--- src/rtl/btn_pkg.sv ---
// Shared types and default constants for the push-button conditioning blocks.
package btn_pkg;

  typedef enum logic [1:0] {
    IDLE         = 2'd0,
    PRESS_WAIT   = 2'd1,
    PRESSED      = 2'd2,
    RELEASE_WAIT = 2'd3
  } state_t;

  localparam int DEF_DEBOUNCE_CYCLES = 16;
  localparam int DEF_LONG_CYCLES     = 1000;
  localparam int DEF_ACTIVE_LOW      = 0;

endpackage

--- src/rtl/sync_2ff.sv ---
// Two-flop synchroniser for a single asynchronous input, with a selectable reset value.
module sync_2ff #(
  parameter logic RESET_VAL = 1'b0
) (
  input  logic clk,
  input  logic reset,
  input  logic d,
  output logic q
);

  logic meta_p0;
  logic sync_p1;

  // Stage 0 may go metastable; stage 1 gives it a full cycle to resolve.
  always_ff @(posedge clk) begin
    if (reset) begin
      meta_p0 <= RESET_VAL;
      sync_p1 <= RESET_VAL;
    end else begin
      meta_p0 <= d;
      sync_p1 <= meta_p0;
    end
  end

  assign q = sync_p1;

endmodule

--- src/rtl/btn_debounce_pulse.sv ---
// Button synchroniser + debounce FSM with registered level and press/release strobes.
// Optional long-press strobe enabled by defining BTN_DEBOUNCE_LONG_PRESS_EN.
module btn_debounce_pulse
  import btn_pkg::*;
#(
  parameter int DEBOUNCE_CYCLES = DEF_DEBOUNCE_CYCLES,
  parameter int LONG_CYCLES     = DEF_LONG_CYCLES,
  parameter int ACTIVE_LOW      = DEF_ACTIVE_LOW
) (
  input  logic clk,
  input  logic reset,
  input  logic btn_raw,
  output logic level,
  output logic press_pulse,
  output logic release_pulse,
  output logic long_pulse
);

  localparam int STAB_W = $clog2(DEBOUNCE_CYCLES + 1);
  // stab_cnt counts stable samples already accepted; the current sample completes the run.
  localparam logic [STAB_W-1:0] STAB_LAST = STAB_W'(DEBOUNCE_CYCLES - 1);
  localparam logic [STAB_W-1:0] STAB_ONE  = STAB_W'(1);

  logic btn_pol;
  logic btn_s;

  state_t            state, state_nxt;
  logic [STAB_W-1:0] stab_cnt, stab_nxt;
  logic              level_nxt;
  logic              press_nxt;
  logic              release_nxt;

  assign btn_pol = (ACTIVE_LOW != 0) ? ~btn_raw : btn_raw;

  sync_2ff #(
    .RESET_VAL(1'b0)
  ) u_sync (
    .clk  (clk),
    .reset(reset),
    .d    (btn_pol),
    .q    (btn_s)
  );

  always_comb begin
    state_nxt   = state;
    stab_nxt    = stab_cnt;
    press_nxt   = 1'b0;
    release_nxt = 1'b0;
    case (state)
      IDLE: begin
        if (btn_s) begin
          state_nxt = PRESS_WAIT;
          stab_nxt  = STAB_ONE;
        end
      end
      PRESS_WAIT: begin
        if (!btn_s) begin
          state_nxt = IDLE;
          stab_nxt  = '0;
        end else if (stab_cnt >= STAB_LAST) begin
          state_nxt = PRESSED;
          stab_nxt  = '0;
          press_nxt = 1'b1;
        end else begin
          stab_nxt = stab_cnt + STAB_ONE;
        end
      end
      PRESSED: begin
        if (!btn_s) begin
          state_nxt = RELEASE_WAIT;
          stab_nxt  = STAB_ONE;
        end
      end
      RELEASE_WAIT: begin
        if (btn_s) begin
          state_nxt = PRESSED;
          stab_nxt  = '0;
        end else if (stab_cnt >= STAB_LAST) begin
          state_nxt   = IDLE;
          stab_nxt    = '0;
          release_nxt = 1'b1;
        end else begin
          stab_nxt = stab_cnt + STAB_ONE;
        end
      end
      default: begin
        state_nxt = IDLE;
        stab_nxt  = '0;
      end
    endcase
    level_nxt = (state_nxt == PRESSED) || (state_nxt == RELEASE_WAIT);
  end

  // Outputs are registered from the next-state decode so they align with the state change.
  always_ff @(posedge clk) begin
    if (reset) begin
      state         <= IDLE;
      stab_cnt      <= '0;
      level         <= 1'b0;
      press_pulse   <= 1'b0;
      release_pulse <= 1'b0;
    end else begin
      state         <= state_nxt;
      stab_cnt      <= stab_nxt;
      level         <= level_nxt;
      press_pulse   <= press_nxt;
      release_pulse <= release_nxt;
    end
  end

`ifdef BTN_DEBOUNCE_LONG_PRESS_EN
  localparam int HOLD_W = $clog2(LONG_CYCLES + 1);
  localparam logic [HOLD_W-1:0] HOLD_MAX = HOLD_W'(LONG_CYCLES);

  logic [HOLD_W-1:0] hold_cnt, hold_nxt;
  logic              long_nxt;

  // Bouncing back from RELEASE_WAIT keeps the count; only a fresh press or confirmed release clears it.
  always_comb begin
    hold_nxt = hold_cnt;
    long_nxt = 1'b0;
    if (state == PRESS_WAIT && state_nxt == PRESSED) begin
      hold_nxt = '0;
    end else if (state_nxt == IDLE) begin
      hold_nxt = '0;
    end else if ((state == PRESSED || state == RELEASE_WAIT) && hold_cnt != HOLD_MAX) begin
      hold_nxt = hold_cnt + HOLD_W'(1);
      long_nxt = (hold_nxt == HOLD_MAX);
    end
  end

  always_ff @(posedge clk) begin
    if (reset) begin
      hold_cnt   <= '0;
      long_pulse <= 1'b0;
    end else begin
      hold_cnt   <= hold_nxt;
      long_pulse <= long_nxt;
    end
  end
`else
  assign long_pulse = 1'b0;
`endif

endmodule

--- config.mk ---
export PLATFORM = sky130hd
export DESIGN_NAME = btn_debounce_pulse
export DESIGN_NICKNAME = d
export VERILOG_FILES = /design/src/rtl/btn_pkg.sv /design/src/rtl/sync_2ff.sv /design/src/rtl/btn_debounce_pulse.sv
export SDC_FILE = /design/constraint.sdc
export NUM_CORES = 1
export LEC_CHECK = 0
export ABC_AREA = 1
export BUFFER_PORTS_ARGS = -buffer_cell sky130_fd_sc_hd__buf_2
export CAP_MARGIN = 20
export CORE_AREA = 2 2 39 41
export DETAILED_ROUTE_END_ITERATION = 10
export DIE_AREA = 0 0 41 43
export PLACE_DENSITY = 0.55
export SETUP_SLACK_MARGIN = 0.02
export SLEW_MARGIN = 15
export SYNTH_ARGS = -nofsm -noshare
export SYNTH_HDL_FRONTEND = slang
export SYNTH_SLANG_ARGS = --single-unit
--- constraint.sdc ---
create_clock -name clk -period 2.2 [get_ports clk]
set_clock_uncertainty 0.15 [all_clocks]
set_input_delay 0.11 -clock clk [delete_from_list [all_inputs] [get_ports clk]]
set_output_delay 0.11 -clock clk [all_outputs]
set_load 0.1 [all_outputs]
## Yosys cells after proc, flatten, opt, wreduce, memory -nomap -nowiden

Cells that the tools add are included.

- Add/sub/neg operators: 1
- Magnitude comparators: 1
- Equal/unequal tests: 7
- Multiplexer cells: 14
- Bitwise gates (word level): 3
- Reductions and logical operators: 5

Operators by type and width:

| operator | number |
|---|---|
| 5-bit 2-to-1 mux | 5 |
| 5-bit case mux with 4 select lines | 1 |
| 2-bit 2-to-1 mux | 6 |
| 2-bit == test, second input constant | 4 |
| 2-bit case mux with 4 select lines | 1 |
| 3-bit OR reduction | 2 |
| 5-bit by 1-bit adder with 5-bit output, second input constant | 1 |
| 5-bit by 4-bit >= comparator with 1-bit output, second input constant | 1 |
| 1-bit inverter | 3 |
| 2-bit by 1-bit == test with 1-bit output, second input constant | 1 |
| 2-bit logical NOT | 1 |
| 2-bit by 1-bit != test with 1-bit output, second input constant | 1 |
| 2-bit != test, second input constant | 1 |
| 2-bit AND reduction | 1 |
| 1-bit logical OR | 1 |
| 1-bit 2-to-1 mux | 1 |

- Bits in registers: 12
- Input bits: 3
- Word-level logic and storage cells: 38

## Logic depth before layout (Yosys ltp)

- Depth after elaboration: 6
- Mapped depth: 9
- Mapped depth without buffers: 9

## Modules after synthesis

From an unflattened synthesis, not the netlist that was laid out.

- Cells, all modules: 68
- Area total of the unflattened synthesis: 489.2 µm²

By module, submodules not included:

| module | instances | cells an instance | area each (µm²) | seq. area each (µm²) |
|---|---|---|---|---|
| btn_debounce_pulse | 1 | 62 | 434.2 | 180.2 |
| sync_2ff | 1 | 6 | 55.1 | 40.0 |

## Worst setup path after synthesis

Ideal clock, no wire load.

- Path kind: reg2reg
- Start point: register level (netlist name)
- End point: register stab_cnt[3]
- Data arrival time: 1.636 ns
- Required time: 1.986 ns
- Path slack: 0.351 ns
- Stages on the path, launching flop included: 7
- Period minus slack after synthesis: 1.849 ns
- Cell sequence: dfxtp_1 > nand2_1 > nand2_2 > nor2_2 > o21bai_1 > nand2_1 > nor2_1

RTL lines:

| item | RTL line | source |
|---|---|---|
| end signal: assignment | btn_debounce_pulse.sv:104 | `stab_cnt <= stab_nxt;` |
| end: declaration | btn_debounce_pulse.sv:28 | `logic [STAB_W-1:0] stab_cnt, stab_nxt;` |

## Worst setup path in the final report

- Start point: register stab_cnt[0]
- End point: register stab_cnt[3]

- Cells in the longest elaborated chain, start to end: 4
- Elaborated cells between the ends (all ways): 6

Ends and longest elaborated chain:

| item | RTL line | source |
|---|---|---|
| 5-bit by 1-bit adder with 5-bit output / 5-bit by 4-bit >= comparator with 1-bit output (equally long branches) | -- |  |
| 5-bit 2-to-1 mux * | btn_debounce_pulse.sv:60, btn_debounce_pulse.sv:78 |  |
| 5-bit 2-to-1 mux (on tied branches) | btn_debounce_pulse.sv:75, btn_debounce_pulse.sv:57 |  |
| 5-bit case mux with 4 select lines * | btn_debounce_pulse.sv:49 | `case (state)` |

Mark *: on every way between the ends. The rest lies on a longest branch, timed or not.
A chain may end at the register's enable or synchronous reset.

==> run_results.csv <==
group,metric,value,unit
logic_synthesis,synth_cells,64,
clock_network,clk_pin_slew,0.07,ns
final_layout,final_core_util,0.4376,
clock_network,cts_buffer_depth,2,
global_routing,grt_pass1_wl,1386,µm
logic_synthesis,synth-async-reset-ratio,0,
floorplan,initial_core_util,0.3689,
floorplan,die_x,41,µm
place,place.gp.congestion,0.6994,
worst_setup_path,endpoint,"stab_cnt[3]",
outcome,outcome,"complete, no violations",
logic_synthesis,synth_largest_area_cell,"dfxtp_1",
timing,setup_viol,0,
final_layout,fillers,135,
clock_network,cts_made_buffers,3,
clock_network,htreeDepth,1,
timing,finalCritPeriodShare,0.7630,
timing,fin_tns_setup,0,ns
logic_synthesis,yosys_warnings,0,
power,leakage,0.2485,nW
worst_setup_path,arrival,1.75,ns
floorplan,placementRows,14,
place,portBuffers,5,
global_routing,grt_antenna_before_repair,0,
floorplan,ios,7,
worst_setup_path,crit_path_start_kind,"register",
detailed_routing,drtIter0Drc,12,
global_routing,grt_max_degree,8,
timing,rsz0062_at_grt,"false",
clock_network,post_cts_buffers,0,
timing,hold_viol_final,0,
power,peakVddDrop,0.0004598,V
logic_synthesis,synthTopCellsByCount,"11 x dfxtp_1, 10 x inv_1, 9 x nand2_1, 7 x nor2_1, 6 x nand3_1",
power,p_sw_frac,0.2502,
power,switchingPower,0.09291,mW
floorplan,fp.dieH,43,µm
power,p_clk_frac,0.376,
global_routing,first_global_vias,327,
logic_synthesis,synth_seq_cells,11,
place,hpwl,623.3,µm
clock_network,root_buffer,"clkbuf_4",
worst_setup_path,r2r_end,"stab_cnt[3]",
logic_synthesis,synth_area,510.5,µm²
logic_synthesis,seq_area_frac_synth,0.4314,
floorplan,dieArea,1763,µm²
timing,finalCriticalPeriod,1.679,ns
logic_synthesis,synth_nets,69,
clock_network,worstSkewPairLatency,0.27,ns
worst_setup_path,crit_start,"stab_cnt[0]",
worst_setup_path,r2r_setup_slack,0.52,ns
final_layout,antenna_cells,0,
power,seqPwrFrac,0.552,
final_layout,drive_gt1_frac,0.2267,
detailed_routing,dr.pass1.iters,4,
worst_setup_path,endpoint_kind,"register",
worst_setup_path,r2r_cells,8,
logic_synthesis,syn_area_per_cell,7.976,µm²
logic_synthesis,synth_top_area_frac,0.4314,
worst_hold_path,hp-class,"register to register",
detailed_routing,dr_total_vias,403,
detailed_routing,route.detailed.drc,0,
clock_network,cts_sinks,11,
detailed_routing,finalWirelength,862,µm
logic_synthesis,synth-edff-count,0,
flow_run,max_cap_violations,0,
floorplan,coreArea,1384,µm²
logic_synthesis,yosysUniqueCellTypes,19,
logic_synthesis,ys.flop_type,"dfxtp_1",
logic_synthesis,synth_most_common_cell,"dfxtp_1",
detailed_routing,wire_per_inst,9.473,µm
global_routing,track_usage,0.1322,
logic_synthesis,synth_area_leaders,"dfxtp_1 43%, inv_1 7.4%, nand2_1 6.6%, nand3_1 5.9%, nor2_1 5.1%",
detailed_routing,ant_nets,0,
global_routing,gr-total-overflow,0,
final_layout,fin_nets,81,
timing,fmax,595.7,MHz
worst_setup_path,cp.required,2.27,ns
final_layout,synthToLayoutAreaGrowth,18.63,%
timing,finalMaxSlewViolations,0,
power,p_int,0.2783,mW
worst_setup_path,worstSetupPathType,"register to register",
worst_setup_path,critPathMaxFanout,4,
detailed_routing,viasPerCell,4.429,
power,power_density,613.0,nW/µm²
worst_setup_path,rr_startpoint,"stab_cnt[0]",
power,combPwrFrac,0.072,
clock_network,cts_tree,"built",
[worst min path at each step]
stage	slack (ns)	end	startpoint	cells after the start
after floorplan	0.03	stab_cnt[1]	reset	1
after global placement	0.16	u_sync.meta_p0	btn_raw	3
after detailed placement	0.17	u_sync.meta_p0	btn_raw	3
after CTS	0.27	u_sync.q	u_sync.meta_p0	2
after global routing	0.30	u_sync.q	u_sync.meta_p0	2
final	0.27	u_sync.q	u_sync.meta_p0	2
[per-layer routing]
metal | GRT usage | wire length (µm) | up-vias
met2 | 0.1594 | 359 | 13
met1 | 0.1536 | 412 | 163
met5 | 0 | 0 | -
met4 | 0.1000 | 27 | 0
met3 | 0.09424 | 63 | 5
li1 | - | - | 222
[power groups by stage]
stage | logic [mW] | clock network, mW | registers (mW)
2_1_floorplan | 0.0188 | 0 | 0.209
3_3_place_gp | 0.0231 | 0 | 0.209
3_5_place_dp | 0.0228 | 0 | 0.209
4_1_cts | 0.0269 | 0.145 | 0.205
5_1_grt | 0.0288 | 0.161 | 0.205
6_report | 0.0267 | 0.140 | 0.205
[flip-flops by register name, indices dropped and copies added, names as in the netlist]
name / count
level: 1
press_pulse: 1
release_pulse: 1
stab_cnt: 5
state: 1
u_sync.meta_p0: 1
u_sync.q: 1
[final cells by class]
type / instances / area, µm² / area share
clock buffers: 3 / 22.52 / 0.03719
clock inverters: 1 / 5.005 / 0.008264
inverters: 10 / 37.54 / 0.06198
multi-input cells: 42 / 245.2 / 0.4050
flip-flops and latches: 11 / 220.2 / 0.3636
well taps: 16 / 20.02 / 0.03306
repair buffers: 8 / 55.05 / 0.09091
[placed cells by master (no fill, tap or decap), drive strengths merged]
cell	synthesis	layout
dlygate4sd3	0	3
buf	1	5
dfxtp	11	11
inv	10	10
clkbuf	0	3
nor3	2	2
clkinv	0	1
nor2	10	10
o21ai	3	3
xor2	1	1
nand3	6	6
a21oi	4	4
or2	1	1
ha	2	2
nand2	11	11
conb	1	1
o21bai	1	1
[kinds of logic after synthesis]
logic type,share of synthesized area
other cells,0.007346
fa+ha+maj,0.04901
flops,0.4314
simple gates,0.2941
compound gates,0.1128
xor+xnor,0.01716
buf+inv,0.08825
[per-stage QoR]
stage | power [mW] | std cells | area (µm²) | hold slack (ns) | worst slack, ns
after floorplan | 0.2277 | 64 | 510.5 | 0.02907 | 0.3506
after detailed placement | 0.2322 | 84 | 548.0 | 0.1679 | 0.5404
final | 0.3713 | 91 | 605.6 | 0.2696 | 0.5214
after global routing | 0.3953 | 91 | 605.6 | 0.2967 | 0.4249
after global placement | 0.2324 | 84 | 548.0 | 0.1641 | 0.5419
after CTS | 0.3766 | 91 | 605.6 | 0.2736 | 0.5129
[worst max-delay path: stages, from the launching register on]
cell,delay (ns)
dfxtp_1,0.34
ha_1,0.21
nand2_1,0.08
nor2_1,0.05
ha_1,0.17
or2_4,0.26
o21ai_4,0.20
nand2_2,0.09
nor2_1,0.09
[timing repair]
item / CTS / global route
hold buffers: 3 / 0
hold endpoints to repair: 6 / 0
resized for setup: 0 / 0
(Power assumes the default switching activity.)
